--- config.mk ---
export PLATFORM = sky130hd
export DESIGN_NAME = coeff_table_writer
export DESIGN_NICKNAME = d
export VERILOG_FILES = /design/src/rtl/coeff_table_writer.sv
export SDC_FILE = /design/constraint.sdc
export NUM_CORES = 1
export LEC_CHECK = 0
export CAP_MARGIN = 20
export CORE_MARGIN = 2
export CORE_UTILIZATION = 30
export DETAILED_ROUTE_END_ITERATION = 6
export REMOVE_ABC_BUFFERS = 1
export SLEW_MARGIN = 25
export SYNTH_ARGS = -nofsm -noshare
export SYNTH_HDL_FRONTEND = slang
export SYNTH_SLANG_ARGS = --single-unit
--- constraint.sdc ---
create_clock -name i_clk -period 1.8 [get_ports i_clk]
set_input_delay 0.27 -clock i_clk [delete_from_list [all_inputs] [get_ports i_clk]]
set_output_delay 0.27 -clock i_clk [all_outputs]
set_load 0.1 [all_outputs]
--- src/rtl/coeff_table_writer.sv ---
// Coefficient table loader: accepts a burst of DEPTH signed words, scales each
// by an arithmetic right shift, and exposes the table on a combinational read port.
module coeff_table_writer #(
  parameter int WIDTH  = 16,
  parameter int DEPTH  = 4,
  parameter int ADDR_W = 2,
  parameter int SHIFT  = 0
) (
  input  logic                    i_clk,
  input  logic                    i_rst_n,
  input  logic                    i_start,
  input  logic                    i_abort,
  input  logic                    i_in_valid,
  input  logic signed [WIDTH-1:0] i_in_data,
  output logic                    o_in_ready,
  input  logic [ADDR_W-1:0]       i_rd_addr,
  output logic signed [WIDTH-1:0] o_rd_data,
  output logic                    o_busy,
  output logic                    o_done,
  output logic [ADDR_W:0]         o_wr_count
);

  localparam int IDX_W = (DEPTH > 1) ? $clog2(DEPTH) : 1;
  localparam logic [ADDR_W-1:0] LAST_PTR = ADDR_W'(DEPTH - 1);
  localparam logic [ADDR_W:0]   DEPTH_X  = (ADDR_W + 1)'(DEPTH);

  typedef enum logic [1:0] {
    S_IDLE = 2'd0,
    S_LOAD = 2'd1,
    S_DONE = 2'd2
  } state_t;

  state_t                  r_state;
  state_t                  w_next_state;
  logic [ADDR_W-1:0]       r_wr_ptr;
  logic [ADDR_W:0]         r_wr_count;
  logic signed [WIDTH-1:0] r_table [DEPTH];
  logic                    w_accept;
  logic                    w_last;
  logic                    w_rd_in_range;
  logic [IDX_W-1:0]        w_wr_idx;
  logic [IDX_W-1:0]        w_rd_idx;

  // Sign-preserving scale; >>> on a signed operand rounds toward minus infinity.
  function automatic logic signed [WIDTH-1:0] f_scale(input logic signed [WIDTH-1:0] d);
    return d >>> SHIFT;
  endfunction

  assign w_accept      = (r_state == S_LOAD) && i_in_valid;
  assign w_last        = (r_wr_ptr == LAST_PTR);
  assign w_wr_idx      = r_wr_ptr[IDX_W-1:0];
  assign w_rd_idx      = i_rd_addr[IDX_W-1:0];
  assign w_rd_in_range = ({1'b0, i_rd_addr} < DEPTH_X);

  always_comb begin
    w_next_state = r_state;
    case (r_state)
      S_IDLE: begin
        if (i_start) w_next_state = S_LOAD;
      end
      S_LOAD: begin
        // An abort that coincides with the final word suppresses the done pulse.
        if (w_accept && w_last) w_next_state = i_abort ? S_IDLE : S_DONE;
        else if (i_abort)       w_next_state = S_IDLE;
      end
      S_DONE:  w_next_state = S_IDLE;
      default: w_next_state = S_IDLE;
    endcase
  end

  always_ff @(posedge i_clk or negedge i_rst_n) begin
    if (!i_rst_n) begin
      r_state <= S_IDLE;
    end else begin
      r_state <= w_next_state;
    end
  end

  always_ff @(posedge i_clk or negedge i_rst_n) begin
    if (!i_rst_n) begin
      r_wr_ptr   <= '0;
      r_wr_count <= '0;
    end else if ((r_state == S_IDLE) && i_start) begin
      r_wr_ptr   <= '0;
      r_wr_count <= '0;
    end else if (w_accept) begin
      r_wr_count <= r_wr_count + (ADDR_W + 1)'(1);
      // Pointer saturates on the last entry so it never leaves the table.
      if (!w_last) r_wr_ptr <= r_wr_ptr + ADDR_W'(1);
    end
  end

  always_ff @(posedge i_clk or negedge i_rst_n) begin
    if (!i_rst_n) begin
      for (int i = 0; i < DEPTH; i++) r_table[i] <= '0;
    end else if (w_accept) begin
      r_table[w_wr_idx] <= f_scale(i_in_data);
    end
  end

  always_comb begin
    o_rd_data = '0;
    if (w_rd_in_range) o_rd_data = r_table[w_rd_idx];
  end

  assign o_in_ready = (r_state == S_LOAD);
  assign o_busy     = (r_state == S_LOAD);
  assign o_done     = (r_state == S_DONE);
  assign o_wr_count = r_wr_count;

endmodule

* After elaboration in Yosys (flattened, before gate mapping)
Cells that the tools add are included.
Storage, ports and cells: register bits 71, input bits 23
Operators by class: add/sub/neg operators 2, reductions and logical operators 8, order comparisons 3, mux-type cells 16, bitwise gates (word level) 2, equality and inequality tests 6
Operator list (number):
- $bwmux W64 | 1
- $mux W16 | 3
- $bmux W16 S2 | 1
- $demux W16 S2 | 1
- $mux W2 | 7
- $ge A3 B3 Y1 const B | 2
- $mux W3 | 2
- $not A2 Y3 | 2
- $eq A2 B2 Y1 const B | 2
- $logic_and A1 B1 Y1 | 4
- $pmux W2 S2 | 1
- $reduce_and A2 Y1 | 2
- $add A3 B1 Y3 const B | 1
- $lt A3 B1 Y1 const B | 1
- $ne A3 B2 Y1 const B | 1
- $add A2 B1 Y2 const B | 1
- $eq A2 B1 Y1 const B | 1
- $logic_not A2 Y1 | 1
- $ne A2 B1 Y1 const B | 1
- $ne A2 B2 Y1 const B | 1
- $reduce_bool A2 Y1 | 1

* Longest topological paths before layout
Gate-level depths: netlist of the first run.
word-level depth 6, mapped depth 6, gate-level depth less buffers 4

* Worst setup path after synthesis of the first run
Ideal clock, no wire load.
path kind register -> register, from register r_state[1], to register r_table[54] in the netlist's numbering, stages on the path, launching flop included 6, arrival 2010 ps, setup slack -337 ps, buffers on the path 2, data required time 1673 ps, cells stage by stage dfrtp_1 -> buf_2 -> and2b_1 -> nand3_4 -> buf_6 -> mux2_1
Between the ends: longest elaborated chain between the ends 2
Ends and longest elaborated chain:
- start: declaration | line 33 | state_t r_state;
- start signal: assignment | line 75 | r_state <= w_next_state;
- $eq A2 B1 Y1
- net o_busy | line 18 | output logic o_busy,
- $logic_and A1 B1 Y1 | line 49 | assign w_accept = (r_state == S_LOAD) && i_in_valid;
- end signal: indexed assignment | line 97 | r_table[w_wr_idx] <= f_scale(i_in_data);
- end: declaration | line 37 | logic signed [WIDTH-1:0] r_table [DEPTH];
The timed path passes the listed nets, and every way through them passes these cells. A chain may end at the register's enable or synchronous reset.

* Final worst setup path of the first run
from input i_rd_addr[1], to output o_rd_data[0]
Between the ends: longest elaborated chain between the ends 4
Ends and longest elaborated chain:
- start: declaration | line 16 | input logic [ADDR_W-1:0] i_rd_addr,
- $not A2 Y3 (not written as such) | line 103 | if (w_rd_in_range) o_rd_data = r_table[w_rd_idx];
- $bmux W16 S2 | line 103
- $mux W16 (not written as such) (2 in series) | line 103
- end: declaration | line 17 | output logic signed [WIDTH-1:0] o_rd_data,
Every way passes these cells. The select of a mux whose other input is x is not followed.

==> results of run 1 <==
flip-flops by register name, indices dropped and copies added, names as in the netlist:
register,cells
r_table,64
r_state,2
r_wr_ptr,2
o_wr_count,3
critical path, cell delays in order:
cell and delay [ps]:
dlygate4sd2_1 340, bufbuf_16 340, mux4_2 330, buf_12 190
logic make-up (layout without fill, tap and decap cells):
family	after synthesis	in the layout
AO/OA/AOI/OAI	7	7
AND/OR/NAND/NOR	18	18
flip-flops	71	71
multiplexers	83	83
adder cells (fa/ha/maj)	5	5
XOR/XNOR	1	1
buffers and inverters	16	81
power groups by stage:
stage / clock, mW / combinational [mW] / sequential, mW
finish: 1.24 / 4.42 / 2.72
global route: 1.36 / 4.61 / 2.81
CTS: 1.29 / 4.46 / 2.72
detailed placement: 0 / 4.42 / 2.75
global placement: 0 / 4.38 / 2.72
floorplan: 0 / 2.90 / 2.75
final cells by class:
| type | count | area (µm²) | share of cell area [%] |
|---|---|---|---|
| sequential | 71 | 1780 | 39.1 |
| multi-input combinational | 114 | 1470 | 32.4 |
| timing repair buffer | 62 | 920 | 20.2 |
| tap | 140 | 175 | 3.85 |
| clock buffer | 12 | 145 | 3.19 |
| clock inverter | 4 | 45.0 | 0.991 |
| inverter | 3 | 11.3 | 0.248 |
what timing repair did:
item,in CTS,in global routing
resized for setup,5,2
cloned,2,0
endpoints found under the setup margin,16,2
endpoints found under the hold margin,71,0
hold buffers,1,0
worst paths after layout:
kind / start / endpoint / cells past startpoint
min in group i_clk: r_table[57] / r_table[57] / 1
max reg2reg: r_state[0] / r_table[56] / 3
max: i_rd_addr[1] / o_rd_data[0] / 4
max in group asynchronous: i_rst_n / r_table[50] / 3
min reg2reg: r_table[57] / r_table[57] / 1
min: i_rst_n / r_table[34] / 3
per-stage QoR:
stage	util, %	hold slack (ps)	worst slack, ps
after floorplan	-	-25.6	-970
after global placement	39.4	329	-259
after detailed placement	39.4	334	-260
after CTS	41.8	490	3.66
after global routing	41.7	512	34.8
final	41.7	494	52.3
per-layer routing:
metal,share of wire (%),wire length [µm]
met5,0,0
met4,1.1,79
met1,45,3200
met3,4.8,339
met2,49,3420
cells in the final DEF (no fill, tap or decap), types with 5 or more instances in the layout:
| cell type | netlist | final |
|---|---|---|
| ha_1 | 5 | 5 |
| mux4_2 | 16 | 16 |
| mux2_4 | 29 | 29 |
| buf_4 | 1 | 8 |
| clkbuf_8 | 0 | 10 |
| mux2_2 | 33 | 33 |
| clkdlybuf4s50_1 | 0 | 19 |
| dfrtp_1 | 71 | 71 |
| nor2_1 | 6 | 6 |
| buf_12 | 0 | 29 |
==> impl_metrics.py, run 1 <==
metrics = {
    "floorplan": {
        "start_util_pct": 30.8,
        "die_w_um": 110,
        "io_pins": 45,
        "fp-row-count": 38,
        "die-area_um2": 12100,
        "fp.dieH_um": 110,
        "coreArea_um2": 10900,
    },
    "grt": {
        "top_usage_layer": "met2",
        "use_met3_pct": 4.33,
        "grt.total_usage_pct": 13.2,
        "met2_usage_pct": 21.3,
        "grt_max_degree": 72,
        "grt_overflow": 0,
        "grt_pass1_wl_um": 11500,
        "grt_pass1_vias": 2131,
        "antenna_found_initial": 0,
        "met1_usage_pct": 16.8,
    },
    "timing": {
        "finClkSkew_ps": 6.59,
        "setup_violations": 0,
        "timing.final.hold_violations": 0,
        "slew_violations": 0,
        "rsz0062_at_grt": "no",
        "tns_ps": 0,
        "max-slew-margin-rel_pct": 75.0,
        "period_needed_ps": 1750,
        "worst_slew_pin_slew_ps": 375,
        "fmax_ghz": 0.572,
        "period_share_pct": 97.1,
    },
    "clock_tree": {
        "clkLatencyLatePin_ps": 340,
        "numClockSinks": 71,
        "cts_max_level": 3,
        "cts_tree": "done",
        "clk_pin_slew_worst_paths_ps": 70,
        "clockBufferDepth": 2,
        "root_buffer": "clkbuf_8",
        "cts_buffers": 9,
        "postCtsSetupBuffers": 0,
    },
    "yosys": {
        "synthMuxAreaShare_pct": 36.4,
        "yosysMostFrequentCell": "dfrtp_1",
        "ys.flop_type": "dfrtp_1",
        "synth_area_leaders": "dfrtp_1 53%, mux2_4 13%, mux2_2 11%",
        "synth_xor_area_share_pct": 0.261,
        "synth-seq-cells": 71,
        "yosysTopAreaCellShare_pct": 52.9,
        "avgSynthCellArea_um2": 16.7,
        "synthAdderAreaFrac_pct": 1.86,
        "asyncSetResetFlopFracSynth_pct": 100,
        "ys_seq_area_share_pct": 52.9,
        "synth_top_family_by_area": "multiplexers",
        "synth_area_um2": 3360,
        "synth-edff-count": 0,
        "synth_warnings": 0,
        "synthCells": 201,
        "ys_top_cells_by_count": "71 x dfrtp_1, 33 x mux2_2, 29 x mux2_4",
        "ys_types": 27,
        "synth_compound_area_share_pct": 1.45,
        "yosys.area_share.simple_pct": 3.88,
        "yosys.area.top_type": "dfrtp_1",
    },
    "route": {
        "drtPass1Iterations": 4,
        "wl_um": 7040,
        "drc": 0,
        "drtAntennaViolNets": 0,
        "vias": 1901,
        "initialDrtViolationCount": 31,
        "avgRoutedWirePerCell_um": 17.3,
        "vias_per_cell": 4.68,
    },
    "finish": {
        "final_net_count": 289,
        "final_cells": 406,
        "antenna_cells": 0,
        "design_area_um2": 4550,
        "area_delta_synth_final_pct": 35.4,
        "fillers": 972,
        "drive_above_1_share_pct": 51.9,
    },
    "setup_path": {
        "cp-start-kind": "input port",
        "r2r_slack_ps": 270,
        "worstPathArrival_ps": 1480,
        "critical_path_class": "input port to output port",
        "worstSetupEndpointType": "output port",
        "crit_required_ps": 1530,
        "critPathMaxFanout": 8,
    },
    "power_and_ir_drop": {
        "switching_share_pct": 39.8,
        "power_frac_seq_pct": 32.5,
        "power_frac_clock_pct": 14.8,
        "p_sw_mw": 3.34,
        "fin_total_pwr_mw": 8.37,
        "p_leak_nw": 2.12,
        "ir_drop_uv": 1100,
        "power_frac_comb_pct": 52.8,
        "p_int_mw": 5.04,
        "power_density_nw_per_um2": 1840,
    },
    "place": {
        "io_buffers": 44,
        "placed_area_um2": 4290,
        "dp.final_hpwl_um": 4380,
        "placed_cells": 387,
        "gp_congestion": 0.695,
    },
    "outcome": {
        "outcome": "completed",
    },
    "worst_hold_path": {
        "hold_path_class": "input port to async pin",
    },
    "run": {
        "timing.max_cap.violations": 0,
    },
}
Note: power is estimated with default switching activity, not from simulation.
==> inputs of run 2 (changes only) <==
--- a/config.mk
+++ b/config.mk
@@ -8,7 +8,9 @@
 export CAP_MARGIN = 20
 export CORE_MARGIN = 2
 export CORE_UTILIZATION = 30
+export CTS_CLUSTER_SIZE = 40
 export DETAILED_ROUTE_END_ITERATION = 6
+export GPL_TIMING_DRIVEN = 1
 export REMOVE_ABC_BUFFERS = 1
 export SLEW_MARGIN = 25
 export SYNTH_ARGS = -nofsm -noshare
==> results of run 2 <==
The final DEF is identical to that of run 1; final timing and power are the same.
==> RTL change 1: new RTL, config.mk and constraints of run 2 <==
Re-encode `state_t` (3 states) as one-hot, 3 bits wide.
--- a/src/rtl/coeff_table_writer.sv
+++ b/src/rtl/coeff_table_writer.sv
@@ -24,10 +24,10 @@
   localparam logic [ADDR_W-1:0] LAST_PTR = ADDR_W'(DEPTH - 1);
   localparam logic [ADDR_W:0]   DEPTH_X  = (ADDR_W + 1)'(DEPTH);
 
-  typedef enum logic [1:0] {
-    S_IDLE = 2'd0,
-    S_LOAD = 2'd1,
-    S_DONE = 2'd2
+  typedef enum logic [2:0] {
+    S_IDLE = 3'b001,
+    S_LOAD = 3'b010,
+    S_DONE = 3'b100
   } state_t;
 
   state_t                  r_state;
Behaviour: no difference found for any inputs over 4 cycles, from zero or initial values and one cycle with i_rst_n low; so few cycles prove little.
==> RTL change 1 against run 2 <==
Die area decreased by 2.9%; global-route usage decreased by 0.98 points; worst setup slack improved by 7.7 ps; wire length decreased by 6.0%; cell count increased by 0.25%; synthesized area decreased by 3.1%; core utilization increased by 0.37 points; register-to-register slack got worse by 160 ps; critical path depth unchanged; final area decreased by 0.88%; synthesized cell count decreased by 1.0%; sequential cell count increased by 1; total power decreased by 31%; largest cell class unchanged.
==> RTL change 1: results (changes against run 2) <==
detailed_routing:
  viasPerCell: 4.61  # -1.5%
  route.met2.wl_um: 3300  # -3.6%
  drtIter0Drc: 68  # +120%
  drt-met1-wl_um: 3010  # -6.1%
worst_setup_path:
  reg2reg_slack_ps: 110  # -160 ps
  max_stage_delay_ps: 560  # +220 ps
  r2r-start: "r_state[0]"
  rr_endpoint: "r_table[59]"
  worstSetupEndpoint: "o_rd_data[3]"
place:
  dp_slack_ps: -238  # +21.4 ps
  dp_cells: 388  # +0.26%
  placed_area_um2: 4260  # -0.85%
  hpwl_um: 4380  # -0.10%
  globalplace.congestion: 0.659  # -5.2%
global_route:
  gr-usage-all-layers_pct: 12.2  # -0.98 points
  grt_pass1_wl_um: 10500  # -8.9%
  grt_start_max_net_pins: 38  # -47%
timing:
  clock_skew_ps: 11.3  # +4.76 ps
  period_share_pct: 96.7  # -0.43 points
  relSlewSlack_pct: 67.1  # -7.9 points
cells_and_area:
  nets: 290  # +0.35%
  clockNetworkAreaShare_pct: 4.03  # -0.16 points
  clkbuf_count: 10  # -2
  signal_buffers: 63  # +1.6%
  multi_input_area_share_pct: 30.4  # -2.0 points
  n_all_inverters: 2  # -1
  final_cell_area_um2: 4510  # -0.88%
logic_synthesis:
  synthTopCellsByArea: "dfrtp_1 (55%), mux2_2 (19%), mux4_2 (11%)"
  synthTopCellsByCount: "dfrtp_1 (71), mux2_2 (56), mux4_2 (16), mux2_4 (8), nand2_1 (7)"
power:
  p_leak_nw: 2.08  # -2.3%
  power.share.clock_pct: 20.4  # +5.6 points
  vdd_drop_max_mv: 0.464  # -58%
  pwr-share-seq_pct: 39.3  # +6.8 points
run_status:
  status: "completed"
die:
  coreArea_um2: 10700  # -1.7%
RTL change 1: cell count changes after synthesis, moves of 2 or more:
cell | run 2 | this run
nor2_1 | 6 | 2
mux2_2 | 33 | 56
nand2_4 | 3 | 0
a21oi_1 | 2 | 0
nand2_2 | 0 | 3
nand3_1 | 0 | 2
buf_6 | 5 | 2
nand4bb_1 | 0 | 2
mux2_4 | 29 | 8
mux2_1 | 4 | 0
nand2_1 | 2 | 7
a22o_1 | 3 | 0
RTL change 1: repair_timing:
action | 4_1_cts | 5_1_grt
hold buffers | 1 | 0
resized for setup | 4 | 2
endpoints found under the setup margin | 16 | 3
gates cloned | 1 | 1
endpoints found under the hold margin | 35 | 0
RTL change 1: kinds of logic after synthesis:
group,synth area share (%)
DFF,55.4
muxes,34.8
adders and majority gates,1.92
and+or+nand+nor,4.31
AOI/OAI and AO/OA,1.00
buffers and inverters,2.61
RTL change 1: layer usage:
metal,up-vias,track usage [%]
met5,-,0
met4,0,5.95
met3,4,3.32
met2,31,19.6
met1,978,15.2
li1,864,-
==> RTL change 2: new RTL, flow settings as in run 2 <==
Without the edit above. Change the parameter `WIDTH` from 16 to 24.
--- a/src/rtl/coeff_table_writer.sv
+++ b/src/rtl/coeff_table_writer.sv
@@ -1,7 +1,7 @@
 // Coefficient table loader: accepts a burst of DEPTH signed words, scales each
 // by an arithmetic right shift, and exposes the table on a combinational read port.
 module coeff_table_writer #(
-  parameter int WIDTH  = 16,
+  parameter int WIDTH  = 24,
   parameter int DEPTH  = 4,
   parameter int ADDR_W = 2,
   parameter int SHIFT  = 0
Interface: changed (resized i_in_data and o_rd_data); port bits go from 45 to 61. The function was not compared with the original's and may differ.
==> RTL change 2 against run 2 <==
Critical path type unchanged; total power up 45%; largest power group unchanged; first-iteration DRC count rose to 3.8 times the old value; core utilization down 0.080 points; final area up 39%; synthesized area up 38%; wire length up 38%; the run now ends with hold timing left; worst setup slack better by 18 ps; sequential cell count up 32.
==> RTL change 2: results (changes against run 2) <==
run_status:
  status: "finished with violations"
  violations: "hold timing"
place:
  placed_area_um2: 5950  # +39%
  globalplace.congestion: 0.703  # +1.2%
  hpwl_um: 6440  # +47%
  dp_slack_ps: -69.4  # +190 ps
clocking:
  clkSinkCount: 103  # +45%
  cts_root_buf: "clkbuf_16"
  ctsResizeCount: 2  # -3
detailed_routing:
  wl_met3_um: 293  # -14%
  route.met2.wl_um: 4870  # +42%
  wirelength_um: 9730  # +38%
  drt-met1-wl_um: 4440  # +39%
  viasPerCell: 4.79  # +2.4%
worst_setup_path:
  rr_endpoint: "r_table[11]"
  critPathArrivalTime_ps: 1460  # -20 ps
  worst_r2r_path_depth: 5  # +2
  crit_path_max_fanout: 12  # +4
  worstSetupEndpoint: "o_rd_data[19]"
power:
  combinationalPowerShare_pct: 50.1  # -2.7 points
  p_clk_w: 0.00214  # +73%
  vdd_drop_max_mv: 0.840  # -23%
  power_density_nw_per_um2: 1930  # +4.5%
  p_leak_nw: 2.83  # +33%
  swShare_pct: 39.1  # -0.75 points
global_route:
  grt_util_met2_pct: 20.9  # -0.40 points
  met3_usage_pct: 2.45  # -1.9 points
  grt_use_met1_pct: 16.9  # +0.12 points
  gr-usage-all-layers_pct: 12.8  # -0.42 points
  grt_pass1_vias: 2927  # +37%
  grt_pass1_wl_um: 16000  # +39%
  grt_start_max_net_pins: 104  # +44%
logic_synthesis:
  synthMuxAreaShare_pct: 35.8  # -0.59 points
  synth_seq_area_share_pct: 55.5  # +2.5 points
  synth-xor-area-share_pct: 0.188  # -0.072 points
  synth_cell_types: 26  # -3.7%
  synthAdderAreaFrac_pct: 1.35  # -0.52 points
  synthTopCellsByCount: "dfrtp_1 (103), mux2_2 (91), mux4_2 (24), buf_6 (10), nor2_1 (6)"
  synth-compound-area-share_pct: 1.05  # -0.40 points
  ys.flop_type: "dfrtp_1"
  synthTopCellsByArea: "dfrtp_1 (55%), mux2_2 (22%), mux4_2 (12%)"
cells_and_area:
  largest_register: "r_table"
  largest_reg_flops: 96  # +50%
  nets: 389  # +35%
  drive_gt1_share_pct: 54.2  # +2.3 points
timing:
  relSlewSlack_pct: 61.4  # -14 points
  holdWs_ps: -36.5  # -531 ps
  hold_viol_final: 29  # +29
  clock_skew_ps: 9.22  # +2.63 ps
==> RTL change 2: cell types whose count changed after synthesis, moves of 5 or more <==
cell     change
buf_6        +5
mux4_2       +8
mux2_2      +58
mux2_4      -26
dfrtp_1     +32
==> RTL change 2: final cells by class <==
class                           count  area [um2]
Multi-Input combinational cell    154        1910
Fill cell                        1312        8830
Clock buffer                       11         253
Timing Repair Buffer               82        1240
Tap cell                          188         235
Inverter                            3        11.3
Clock inverter                      5        78.8
Sequential cell                   103        2580
==> RTL change 2: critical path, stage by stage <==
cell and delay [ps]:
dlygate4sd2_1 310, bufbuf_16 340, mux4_2 350, buf_12 190
==> RTL change 2: metrics by stage <==
| step | hold WS [ps] | instances |
|---|---|---|
| final | -36.5 | 546 |
| after floorplan | -25.6 | 260 |
| after global routing | 54.3 | 546 |
| after global placement | 374 | 529 |
| after CTS | 22.8 | 546 |
| after detailed placement | 387 | 529 |
